<file path="config.mk">
export PLATFORM = sky130hd
export DESIGN_NAME = udp_rx_port_filter
export DESIGN_NICKNAME = d
export VERILOG_FILES = /design/src/rtl/udp_stream_pkg.sv /design/src/rtl/axis_meta_fifo.sv /design/src/rtl/udp_rx_port_filter.sv
export SDC_FILE = /design/constraint.sdc
export NUM_CORES = 2
export LEC_CHECK = 0
export CORE_AREA = 3 3 527 529
export DETAILED_ROUTE_END_ITERATION = 6
export DIE_AREA = 0 0 530 532
export PLACE_DENSITY = 0.65
export SETUP_SLACK_MARGIN = 0.1
export SYNTH_ARGS = -nofsm -noshare
export SYNTH_HDL_FRONTEND = slang
export SYNTH_SLANG_ARGS = --single-unit
</file>
<file path="constraint.sdc">
create_clock -name i_clk -period 43.3 [get_ports i_clk]
set_input_delay 6.495 -clock i_clk [delete_from_list [all_inputs] [get_ports i_clk]]
set_output_delay 6.495 -clock i_clk [all_outputs]
set_load 0.01 [all_outputs]
</file>
<file path="src/rtl/udp_stream_pkg.sv">
// Shared types and defaults for the UDP receive stream path.
package udp_stream_pkg;

  localparam int unsigned DATA_WIDTH_DEF = 512;
  localparam int unsigned FIFO_DEPTH_DEF = 4;

  // Packet filter FSM states.
  typedef enum logic [1:0] {
    S_IDLE = 2'd0,
    S_PASS = 2'd1,
    S_DROP = 2'd2
  } state_t;

  // Per-packet metadata carried alongside every stored beat.
  typedef struct packed {
    logic [31:0] ip;
    logic [15:0] rport;
    logic [15:0] lport;
  } meta_t;

  // Increment that sticks at all-ones instead of wrapping.
  function automatic logic [31:0] sat_inc(input logic [31:0] v);
    return (v == 32'hFFFF_FFFF) ? v : v + 32'd1;
  endfunction

endpackage

</file>
<file path="src/rtl/axis_meta_fifo.sv">
// First-word-fall-through beat buffer holding {TDATA, TKEEP, TLAST, metadata}.
// Pointers carry one extra bit so full and empty are distinguishable.
module axis_meta_fifo
  import udp_stream_pkg::*;
#(
  parameter int unsigned DATA_WIDTH = DATA_WIDTH_DEF,
  parameter int unsigned FIFO_DEPTH = FIFO_DEPTH_DEF,
  localparam int unsigned KEEP_W = DATA_WIDTH / 8,
  localparam int unsigned AW     = $clog2(FIFO_DEPTH)
) (
  input  logic                  i_clk,
  input  logic                  i_aresetn,
  input  logic                  i_push,
  input  logic [DATA_WIDTH-1:0] i_data,
  input  logic [KEEP_W-1:0]     i_keep,
  input  logic                  i_last,
  input  meta_t                 i_meta,
  input  logic                  i_pop,
  output logic [DATA_WIDTH-1:0] o_data,
  output logic [KEEP_W-1:0]     o_keep,
  output logic                  o_last,
  output meta_t                 o_meta,
  output logic                  o_empty,
  output logic [AW:0]           o_count
);

  localparam logic [AW:0] PTR_ONE = (AW+1)'(1);

  logic [DATA_WIDTH-1:0] r_mem_data [FIFO_DEPTH];
  logic [KEEP_W-1:0]     r_mem_keep [FIFO_DEPTH];
  logic                  r_mem_last [FIFO_DEPTH];
  meta_t                 r_mem_meta [FIFO_DEPTH];

  logic [AW:0] r_wptr;
  logic [AW:0] r_rptr;
  logic        w_empty;
  logic        w_full;
  logic        w_do_push;
  logic        w_do_pop;

  assign w_empty   = (r_wptr == r_rptr);
  assign w_full    = (r_wptr[AW] != r_rptr[AW]) && (r_wptr[AW-1:0] == r_rptr[AW-1:0]);
  assign w_do_push = i_push && !w_full;
  assign w_do_pop  = i_pop && !w_empty;

  // Storage write; payload memory needs no reset since empty masks it.
  always_ff @(posedge i_clk) begin
    if (w_do_push) begin
      r_mem_data[r_wptr[AW-1:0]] <= i_data;
      r_mem_keep[r_wptr[AW-1:0]] <= i_keep;
      r_mem_last[r_wptr[AW-1:0]] <= i_last;
      r_mem_meta[r_wptr[AW-1:0]] <= i_meta;
    end
  end

  // Read/write pointer advance; reset flushes any buffered beats.
  always_ff @(posedge i_clk or negedge i_aresetn) begin
    if (!i_aresetn) begin
      r_wptr <= '0;
      r_rptr <= '0;
    end else begin
      if (w_do_push) r_wptr <= r_wptr + PTR_ONE;
      if (w_do_pop)  r_rptr <= r_rptr + PTR_ONE;
    end
  end

  assign o_data  = r_mem_data[r_rptr[AW-1:0]];
  assign o_keep  = r_mem_keep[r_rptr[AW-1:0]];
  assign o_last  = r_mem_last[r_rptr[AW-1:0]];
  assign o_meta  = r_mem_meta[r_rptr[AW-1:0]];
  assign o_empty = w_empty;
  assign o_count = r_wptr - r_rptr;

endmodule

</file>
<file path="src/rtl/udp_rx_port_filter.sv">
// UDP receive port filter: forwards packets whose local port matches the
// listen port (0 = accept all), drops the rest, and counts both.
//
// state  | meaning
// S_IDLE | awaiting first beat of a packet; port decision made here
// S_PASS | forwarding remaining beats with metadata latched at first beat
// S_DROP | discarding remaining beats of a rejected packet
module udp_rx_port_filter
  import udp_stream_pkg::*;
#(
  parameter int unsigned DATA_WIDTH = DATA_WIDTH_DEF,
  parameter int unsigned FIFO_DEPTH = FIFO_DEPTH_DEF
) (
  input  logic                    i_clk,
  input  logic                    i_aresetn,
  input  logic                    i_input_TVALID,
  output logic                    o_input_TREADY,
  input  logic [DATA_WIDTH-1:0]   i_input_TDATA,
  input  logic [DATA_WIDTH/8-1:0] i_input_TKEEP,
  input  logic                    i_input_TLAST,
  input  logic [31:0]             i_remote_ip_rx,
  input  logic [15:0]             i_remote_port_rx,
  input  logic [15:0]             i_local_port_rx,
  input  logic [15:0]             i_listen_port,
  output logic                    o_output_TVALID,
  input  logic                    i_output_TREADY,
  output logic [DATA_WIDTH-1:0]   o_output_TDATA,
  output logic [DATA_WIDTH/8-1:0] o_output_TKEEP,
  output logic                    o_output_TLAST,
  output logic [31:0]             o_remote_ip_rx,
  output logic [15:0]             o_remote_port_rx,
  output logic [15:0]             o_local_port_rx,
  output logic [31:0]             o_pkt_count,
  output logic [31:0]             o_drop_count
);

  localparam int unsigned AW          = $clog2(FIFO_DEPTH);
  localparam logic [AW:0] LP_FULL_CNT = (AW+1)'(FIFO_DEPTH);

  state_t      r_state;
  state_t      w_state_nxt;
  logic        r_in_ready;
  meta_t       r_meta;
  logic [31:0] r_pkt_count;
  logic [31:0] r_drop_count;

  meta_t       w_meta_live;
  meta_t       w_meta_push;
  meta_t       w_meta_head;
  logic        w_accept;
  logic        w_match;
  logic        w_push;
  logic        w_latch;
  logic        w_inc_pkt;
  logic        w_inc_drop;
  logic        w_empty;
  logic        w_pop;
  logic [AW:0] w_occ;
  logic [AW:0] w_occ_nxt;
  logic        w_ready_nxt;

  assign w_accept = i_input_TVALID && r_in_ready;
  assign w_match  = (i_listen_port == 16'd0) || (i_local_port_rx == i_listen_port);
  assign w_pop    = !w_empty && i_output_TREADY;

  always_comb begin
    w_meta_live       = '0;
    w_meta_live.ip    = i_remote_ip_rx;
    w_meta_live.rport = i_remote_port_rx;
    w_meta_live.lport = i_local_port_rx;
  end

  // Next-state and per-beat actions; the listen port is only consulted on a first beat.
  always_comb begin
    w_state_nxt = r_state;
    w_push      = 1'b0;
    w_latch     = 1'b0;
    w_inc_pkt   = 1'b0;
    w_inc_drop  = 1'b0;
    w_meta_push = r_meta;
    case (r_state)
      S_IDLE: begin
        if (w_accept) begin
          if (w_match) begin
            w_push      = 1'b1;
            w_latch     = 1'b1;
            w_inc_pkt   = 1'b1;
            w_meta_push = w_meta_live;
            if (!i_input_TLAST) w_state_nxt = S_PASS;
          end else begin
            w_inc_drop = 1'b1;
            if (!i_input_TLAST) w_state_nxt = S_DROP;
          end
        end
      end
      S_PASS: begin
        if (w_accept) begin
          w_push = 1'b1;
          if (i_input_TLAST) w_state_nxt = S_IDLE;
        end
      end
      S_DROP: begin
        if (w_accept && i_input_TLAST) w_state_nxt = S_IDLE;
      end
      default: w_state_nxt = S_IDLE;
    endcase
  end

  // Ready is registered from next-cycle occupancy so it never follows downstream ready combinationally.
  always_comb begin
    w_occ_nxt   = w_occ + (AW+1)'(w_push) - (AW+1)'(w_pop);
    w_ready_nxt = (w_state_nxt == S_DROP) || (w_occ_nxt != LP_FULL_CNT);
  end

  // State, ready, latched metadata and saturating counters.
  always_ff @(posedge i_clk or negedge i_aresetn) begin
    if (!i_aresetn) begin
      r_state      <= S_IDLE;
      r_in_ready   <= 1'b0;
      r_meta       <= '0;
      r_pkt_count  <= '0;
      r_drop_count <= '0;
    end else begin
      r_state    <= w_state_nxt;
      r_in_ready <= w_ready_nxt;
      if (w_latch)    r_meta       <= w_meta_live;
      if (w_inc_pkt)  r_pkt_count  <= sat_inc(r_pkt_count);
      if (w_inc_drop) r_drop_count <= sat_inc(r_drop_count);
    end
  end

  axis_meta_fifo #(
    .DATA_WIDTH (DATA_WIDTH),
    .FIFO_DEPTH (FIFO_DEPTH)
  ) u_fifo (
    .i_clk     (i_clk),
    .i_aresetn (i_aresetn),
    .i_push    (w_push),
    .i_data    (i_input_TDATA),
    .i_keep    (i_input_TKEEP),
    .i_last    (i_input_TLAST),
    .i_meta    (w_meta_push),
    .i_pop     (w_pop),
    .o_data    (o_output_TDATA),
    .o_keep    (o_output_TKEEP),
    .o_last    (o_output_TLAST),
    .o_meta    (w_meta_head),
    .o_empty   (w_empty),
    .o_count   (w_occ)
  );

  assign o_input_TREADY   = r_in_ready;
  assign o_output_TVALID  = !w_empty;
  assign o_remote_ip_rx   = w_meta_head.ip;
  assign o_remote_port_rx = w_meta_head.rport;
  assign o_local_port_rx  = w_meta_head.lport;
  assign o_pkt_count      = r_pkt_count;
  assign o_drop_count     = r_drop_count;

endmodule

</file>
### Word level (Yosys, flattened, before mapping)

Memory sizes are Yosys's and may differ from the RTL's.
Cells that the tools add are included.

| operators by class | value |
|---|---|
| equal/unequal tests | 10 |
| mux-type cells | 21 |
| bitwise gates (word level) | 2 |
| reductions and logical operators | 14 |
| add/subtract/negate cells | 7 |

Operators by type and width:

| cell | count |
|---|---|
| 2-to-1 mux 64 bit | 3 |
| adder 32 x 1 -> 32 bit, second input constant | 2 |
| == test 32 bit, second input constant | 2 |
| == test 16 bit | 1 |
| logical NOT 16 bit | 1 |
| 2-to-1 mux 2 bit | 7 |
| 2-to-1 mux 1 bit | 9 |
| adder 3 x 1 -> 3 bit, second input constant | 2 |
| logical AND 1 bit | 6 |
| case mux 2 bit (3 select lines) | 1 |
| == test 2 bit, second input constant | 2 |
| AND reduction 2 bit | 2 |
| adder 3 x 1 -> 3 bit | 1 |
| == test 3 bit | 1 |
| inequality test 3 bit, second input constant | 1 |
| subtractor 3 x 1 -> 3 bit | 1 |
| subtractor 3 bit | 1 |
| == test 2 x 1 -> 1 bit, second input constant | 1 |
| == test 2 bit | 1 |
| logical NOT 1 bit | 2 |
| logical NOT 2 bit | 1 |
| logical OR 1 bit | 2 |
| inverter 1 bit | 2 |
| case mux 1 bit (2 select lines) | 1 |
| inequality test 1 bit | 1 |

| storage, ports and cells | value |
|---|---|
| flip-flop bits (word level) | 137 |
| memories kept | 4 |
| RAM bits | 2564 |
| logic and storage cells | 67 |

Memories:

| memory | depth | width | read ports | clocked after memory_dff | write ports | RTL line | RTL |
|---|---|---|---|---|---|---|---|
| u_fifo.r_mem_data | 4 | 512 | 1 | 0 | 1 | axis_meta_fifo.sv:29 | `logic [DATA_WIDTH-1:0] r_mem_data [FIFO_DEPTH];` |
| u_fifo.r_mem_keep | 4 | 64 | 1 | 0 | 1 | axis_meta_fifo.sv:30 | `logic [KEEP_W-1:0] r_mem_keep [FIFO_DEPTH];` |
| u_fifo.r_mem_meta | 4 | 64 | 1 | 0 | 1 | axis_meta_fifo.sv:32 | `meta_t r_mem_meta [FIFO_DEPTH];` |
| u_fifo.r_mem_last | 4 | 1 | 1 | 0 | 1 | axis_meta_fifo.sv:31 | `logic r_mem_last [FIFO_DEPTH];` |

### Depth between registers and ports, before layout

| depth | value |
|---|---|
| word-level depth | 9 |
| mapped depth | 14 |
| mapped depth without buffers | 12 |

### Cells and area by module

A second synthesis with hierarchy kept.

| unflattened totals | value |
|---|---|
| cell total of the unflattened synthesis | 3968 |
| area, all modules | 99797.0 sq um |

By module, submodules not included:

| module | seq. area each (sq um) | times used | cells each | area each (sq um) |
|---|---|---|---|---|
| axis_meta_fifo | 77144.0 | 1 | 3392 | 92830.3 |
| udp_rx_port_filter | 3278.1 | 1 | 576 | 6966.7 |

### Worst setup path before layout

No wires, ideal clock.

| timing path | value |
|---|---|
| kind | in2reg |
| start point | input port i_listen_port[1] |
| end point | memory u_fifo.r_mem_data[0][0] (netlist bit), enable pin |
| setup slack | 20.203 ns |
| cell stages on the path | 6 |
| data arrival time | 22.001 ns |
| path buffers | 0 |
| path through | xor2_1 -> nor4_1 -> nand4_1 -> nand2_1 -> o21a_1 -> and2_1 |

| on the way | value |
|---|---|
| longest elaborated chain between the ends | 8 |

Ends and longest elaborated chain:

| item | RTL line | RTL |
|---|---|---|
| start: declaration | udp_rx_port_filter.sv:24 | `input logic [15:0] i_listen_port,` |
| == test 16 bit / logical NOT 16 bit (equally long branches) | udp_rx_port_filter.sv:63 | `assign w_match = (i_listen_port == 16'd0) \|\| (i_local_port_rx == i_listen_port);` |
| logical OR 1 bit (*) | udp_rx_port_filter.sv:63 |  |
| 2-to-1 mux 1 bit (*) | udp_rx_port_filter.sv:84 | `if (w_match) begin` |
| 2-to-1 mux 1 bit (*) | udp_rx_port_filter.sv:83 | `if (w_accept) begin` |
| case mux 1 bit (2 select lines) (*) | udp_rx_port_filter.sv:81 | `case (r_state)` |
| logical AND 1 bit (*) | axis_meta_fifo.sv:43 | `assign w_do_push = i_push && !w_full;` |
| 2-to-1 mux 1 bit (*) | axis_meta_fifo.sv:48 | `if (w_do_push) begin` |
| 2-to-1 mux 1 bit (not written as such) (*) | axis_meta_fifo.sv:49 | `r_mem_data[r_wptr[AW-1:0]] <= i_data;` |
| end: declaration | axis_meta_fifo.sv:29 |  |

Every way passes the cells marked *; elsewhere a longest branch is shown, timed or not.

### Worst setup path after layout

| timing path | value |
|---|---|
| start point | register u_fifo.r_rptr[0] |
| end point | output port o_output_TDATA[15] |

| on the way | value |
|---|---|
| longest elaborated chain between the ends | 1 |

Ends and longest elaborated chain:

| item | RTL line | RTL |
|---|---|---|
| start: declaration | axis_meta_fifo.sv:35 | `logic [AW:0] r_rptr;` |
| start signal: assignment | axis_meta_fifo.sv:63 | `if (w_do_pop) r_rptr <= r_rptr + PTR_ONE;` |
| memory (4 x 512 bit) | n/a |  |
| end: declaration | udp_rx_port_filter.sv:27 | `output logic [DATA_WIDTH-1:0] o_output_TDATA,` |

Every way passes these cells.

==> impl_metrics.ini <==
[status]
status = finished, final reports clean

[worst_setup_path]
path_cells = buf_4 -> buf_4 -> buf_4 -> buf_4 -> buf_4 -> buf_4 -> mux4_2 -> clkdlybuf4s50_1
end_kind = output port
critPathKind = reg -> out
slowest_delay_ns = 1.05
cp_top_family = buffers and inverters
setup.worst_path.start_class = register
path_max_fanout = 47
cp_slowest_cell = dfrtp_4
r2r_cells = 10
required_ns = 36.81
crit_top_cell = buf_4
cp.arrival_ns = 8.13
crit_cells = 8
cp_num_buf_inv = 7

[clock_network]
hold_buffers = 0
cts_max_level = 5
clkLatencyLatePin_ns = 0.85
cts-root-buf = clkbuf_16
clk_pin_slew_ns = 0.06
clock_sinks = 2701
post_cts_resized = 0
cts_setup_buffers = 0
cts_made_buffers = 286
cts.path.max_buffers = 4
cts_tree = yes

[global_route]
grtUsageTotal_pct = 18.1
grt_pass1_vias = 49900
antenna_found_initial = 103
grt_max_degree = 146
grt_overflow_total = 0
grt_first_pass_wirelength_microns = 372000

[min_path]
hold_depth = 1
holdCritPathClass = reg -> reg

[sta]
period_needed_ns = 14.63
timing.final.crit_share_pct = 33.8
rsz0062_at_grt = false
slew_viol_final = 0
fin_skew_ns = 0.0315
setup_viol = 0
max_freq_mhz = 68.4
finalHoldViolations = 0
tightest_slew_ns = 1.42
setup_ws_ns = 28.67
setup_tns_ns = 0
slew-limit-headroom_pct = 5.52
fin_hold_ws_ns = 0.497

[pwr]
netSwitchingFraction_pct = 26.8
combPwrFrac_pct = 26.5
ir_worst_vdd_mv = 0.0518
power_frac_clock_pct = 33.5
total_power_uw = 7230
share_seq_of_total_power_pct = 40.0
p_leak_uw = 0.0413
p_switching_uw = 1930
powerDensity_nw_per_um2 = 57.0
p_int_uw = 5290

[placement]
dp_hpwl_microns = 176000
io_buffers = 1367
dp_slack_ns = 29.17
place.gp.congestion = 0.851

[detailed_routing]
routed_via_density = 5.17
drt_iter0_drc = 4070
wl_per_cell_microns = 28.1
vias = 48400
drc = 0
finalWirelength_microns = 263000
ant_nets = 0
first_pass_iters = 7

[die]
start_util_pct = 36.3
core_area_sq_um = 273000
ioPinCount = 1368
row_count = 192
die_y_microns = 532
die_width_microns = 530
dieArea_sq_um = 282000

[yosys]
synthAdderAreaFrac_pct = 0.154
synth-warning-count = 0
synth_area_leaders = edfxtp_1, mux4_2, dfrtp_1, mux2_2, xor2_1
synth_area_leader_cell = edfxtp_1
synth_cell_type_count = 45
synth_xor_area_share_pct = 0.750
synth_nets = 4624
synth_top_family_by_area = multiplexers
synth_ff_type = edfxtp_1
synthArstFlopShare_pct = 5.07
ys_seq_elements = 2701
synth_top_area_share_pct = 77.6
synth_simple_gate_area_share_pct = 1.13
ys_seq_area_share_pct = 81.0
synthCells = 3952
synth_compound_area_share_pct = 0.0920
synth_edf_count = 2564
synthMuxAreaShare_pct = 16.1
synth_area_sq_um = 99200
postSynthAreaPerCell_sq_um = 25.1

[layout]
areaGrowthSynthToFinish_pct = 27.7
layout-drive-gt1-share_pct = 22.2
fill_cells = 22300
nets = 6175

[flow_run]
drv_cap = 0
[placed cells by master (no fill, tap or decap), types with 5 or more instances in the layout]
| cell | count |
|---|---|
| and3_1 | 7 |
| and4_1 | 7 |
| buf_12 | 7 |
| buf_4 | 62 |
| bufinv_16 | 31 |
| clkbuf_1 | 54 |
| clkbuf_16 | 288 |
| clkdlybuf4s50_1 | 1366 |
| clkinv_1 | 59 |
| clkinv_2 | 45 |
| clkinv_8 | 5 |
| clkinvlp_4 | 7 |
| dfrtp_1 | 135 |
| diode_2 | 43 |
| edfxtp_1 | 2564 |
| ha_1 | 9 |
| inv_1 | 7 |
| inv_6 | 13 |
| mux2_2 | 132 |
| mux4_2 | 641 |
| nand2_1 | 36 |
| nand3_1 | 25 |
| nand4_1 | 28 |
| nor2_1 | 13 |
| nor3_1 | 13 |
| nor4_1 | 21 |
| nor4_2 | 11 |
| xnor2_1 | 37 |
| xor2_1 | 48 |
[synthesized netlist by cell type (all sizes together) (7+ instances only)]
cell    instances
clkbuf         58
nand2          37
ha              9
xnor2          37
buf           115
xor2           48
nor4           32
and3            7
nor2           14
mux4          641
nand3          25
nor3           13
dfrtp         137
nand4          28
edfxtp       2564
inv             8
and4            7
mux2          133
[flip-flops by register name, summed over array words and instances (netlist names)]
name / cells
u_fifo.r_wptr: 3
u_fifo.r_mem_data: 2048
u_fifo.r_mem_last: 4
o_input_TREADY: 1
r_meta: 64
u_fifo.r_mem_meta: 256
u_fifo.r_mem_keep: 256
r_state: 2
o_drop_count: 32
u_fifo.r_rptr: 3
o_pkt_count: 32
[routing by layer]
metal  wire length (microns)  part of all wire (%)  GRT usage, %  vias up
met5                     492                  0.19             0        -
met4                    7160                   2.7          5.62       76
met3                   28300                    11          7.12      476
met2                  128000                    49          29.3     2021
met1                   98500                    37          22.3    25700
li1                        -                     -             -    20100
[power groups by stage]
stage                     logic (uW)  registers, uW  clock network (uW)
after floorplan                  967           2920                   0
after global placement          1940           2950                   0
after detailed placement        1940           2950                   0
after CTS                       1950           2890                2480
after global routing            2020           2890                2590
final                           1910           2890                2420
[metrics by stage]
stage	util, %	instances	cell area (sq um)
global route	46.3	9345	127000
finish	46.4	9363	127000
CTS	46.3	9320	127000
detailed placement	42.9	8804	117000
floorplan	-	3952	99200
global placement	42.9	8804	117000
[worst paths after layout]
| kind | start | to | slack (ns) |
|---|---|---|---|
| max in group asynchronous | i_aresetn | r_meta[56]$_DFFE_PN0P_ | 36.11 |
| max | u_fifo.r_rptr[0]$_DFFE_PN0P_ | o_output_TDATA[15] | 28.67 |
| min reg2reg | u_fifo.r_rptr[2]$_DFFE_PN0P_ | u_fifo.r_rptr[2]$_DFFE_PN0P_ | 0.50 |
| max reg2reg | u_fifo.r_rptr[1]$_DFFE_PN0P_ | u_fifo.r_mem_data[0][34]$_DFFE_PP_ | 36.24 |
| min in group asynchronous | i_aresetn | r_meta[24]$_DFFE_PN0P_ | 5.72 |
| min | u_fifo.r_rptr[2]$_DFFE_PN0P_ | u_fifo.r_rptr[2]$_DFFE_PN0P_ | 0.50 |
[layout make-up]
class | instances | area (sq um) | share of cell area (%)
Sequential cell | 2701 | 80400 | 63.5
Multi-Input combinational cell | 1070 | 18100 | 14.3
Timing Repair Buffer | 1436 | 14300 | 11.3
Clock buffer | 345 | 7450 | 5.88
Tap cell | 3589 | 4490 | 3.54
Clock inverter | 171 | 1840 | 1.45
Antenna cell | 43 | 108 | 0.0849
Inverter | 8 | 37.5 | 0.0296
[worst reg2reg max path, cell delays in order, from the launching register on]
cell,delay [ns]
dfrtp_4,1.05
xor2_1,0.25
nor2_1,0.08
a211oi_1,0.26
o21a_1,0.28
and2_4,0.54
buf_4,0.80
buf_4,0.82
buf_4,0.71
buf_4,0.83
buf_4,0.98
[cell families (layout without fill, tap and decap cells)]
group	Yosys count	in the layout
AO/OA/AOI/OAI	12	12
XOR/XNOR	85	85
adder cells (fa/ha/maj)	11	11
buffers and inverters	181	1960
flip-flops	2701	2701
multiplexers	775	775
other	0	43
AND/OR/NAND/NOR	187	187
Power figures use the tool's default switching activity.
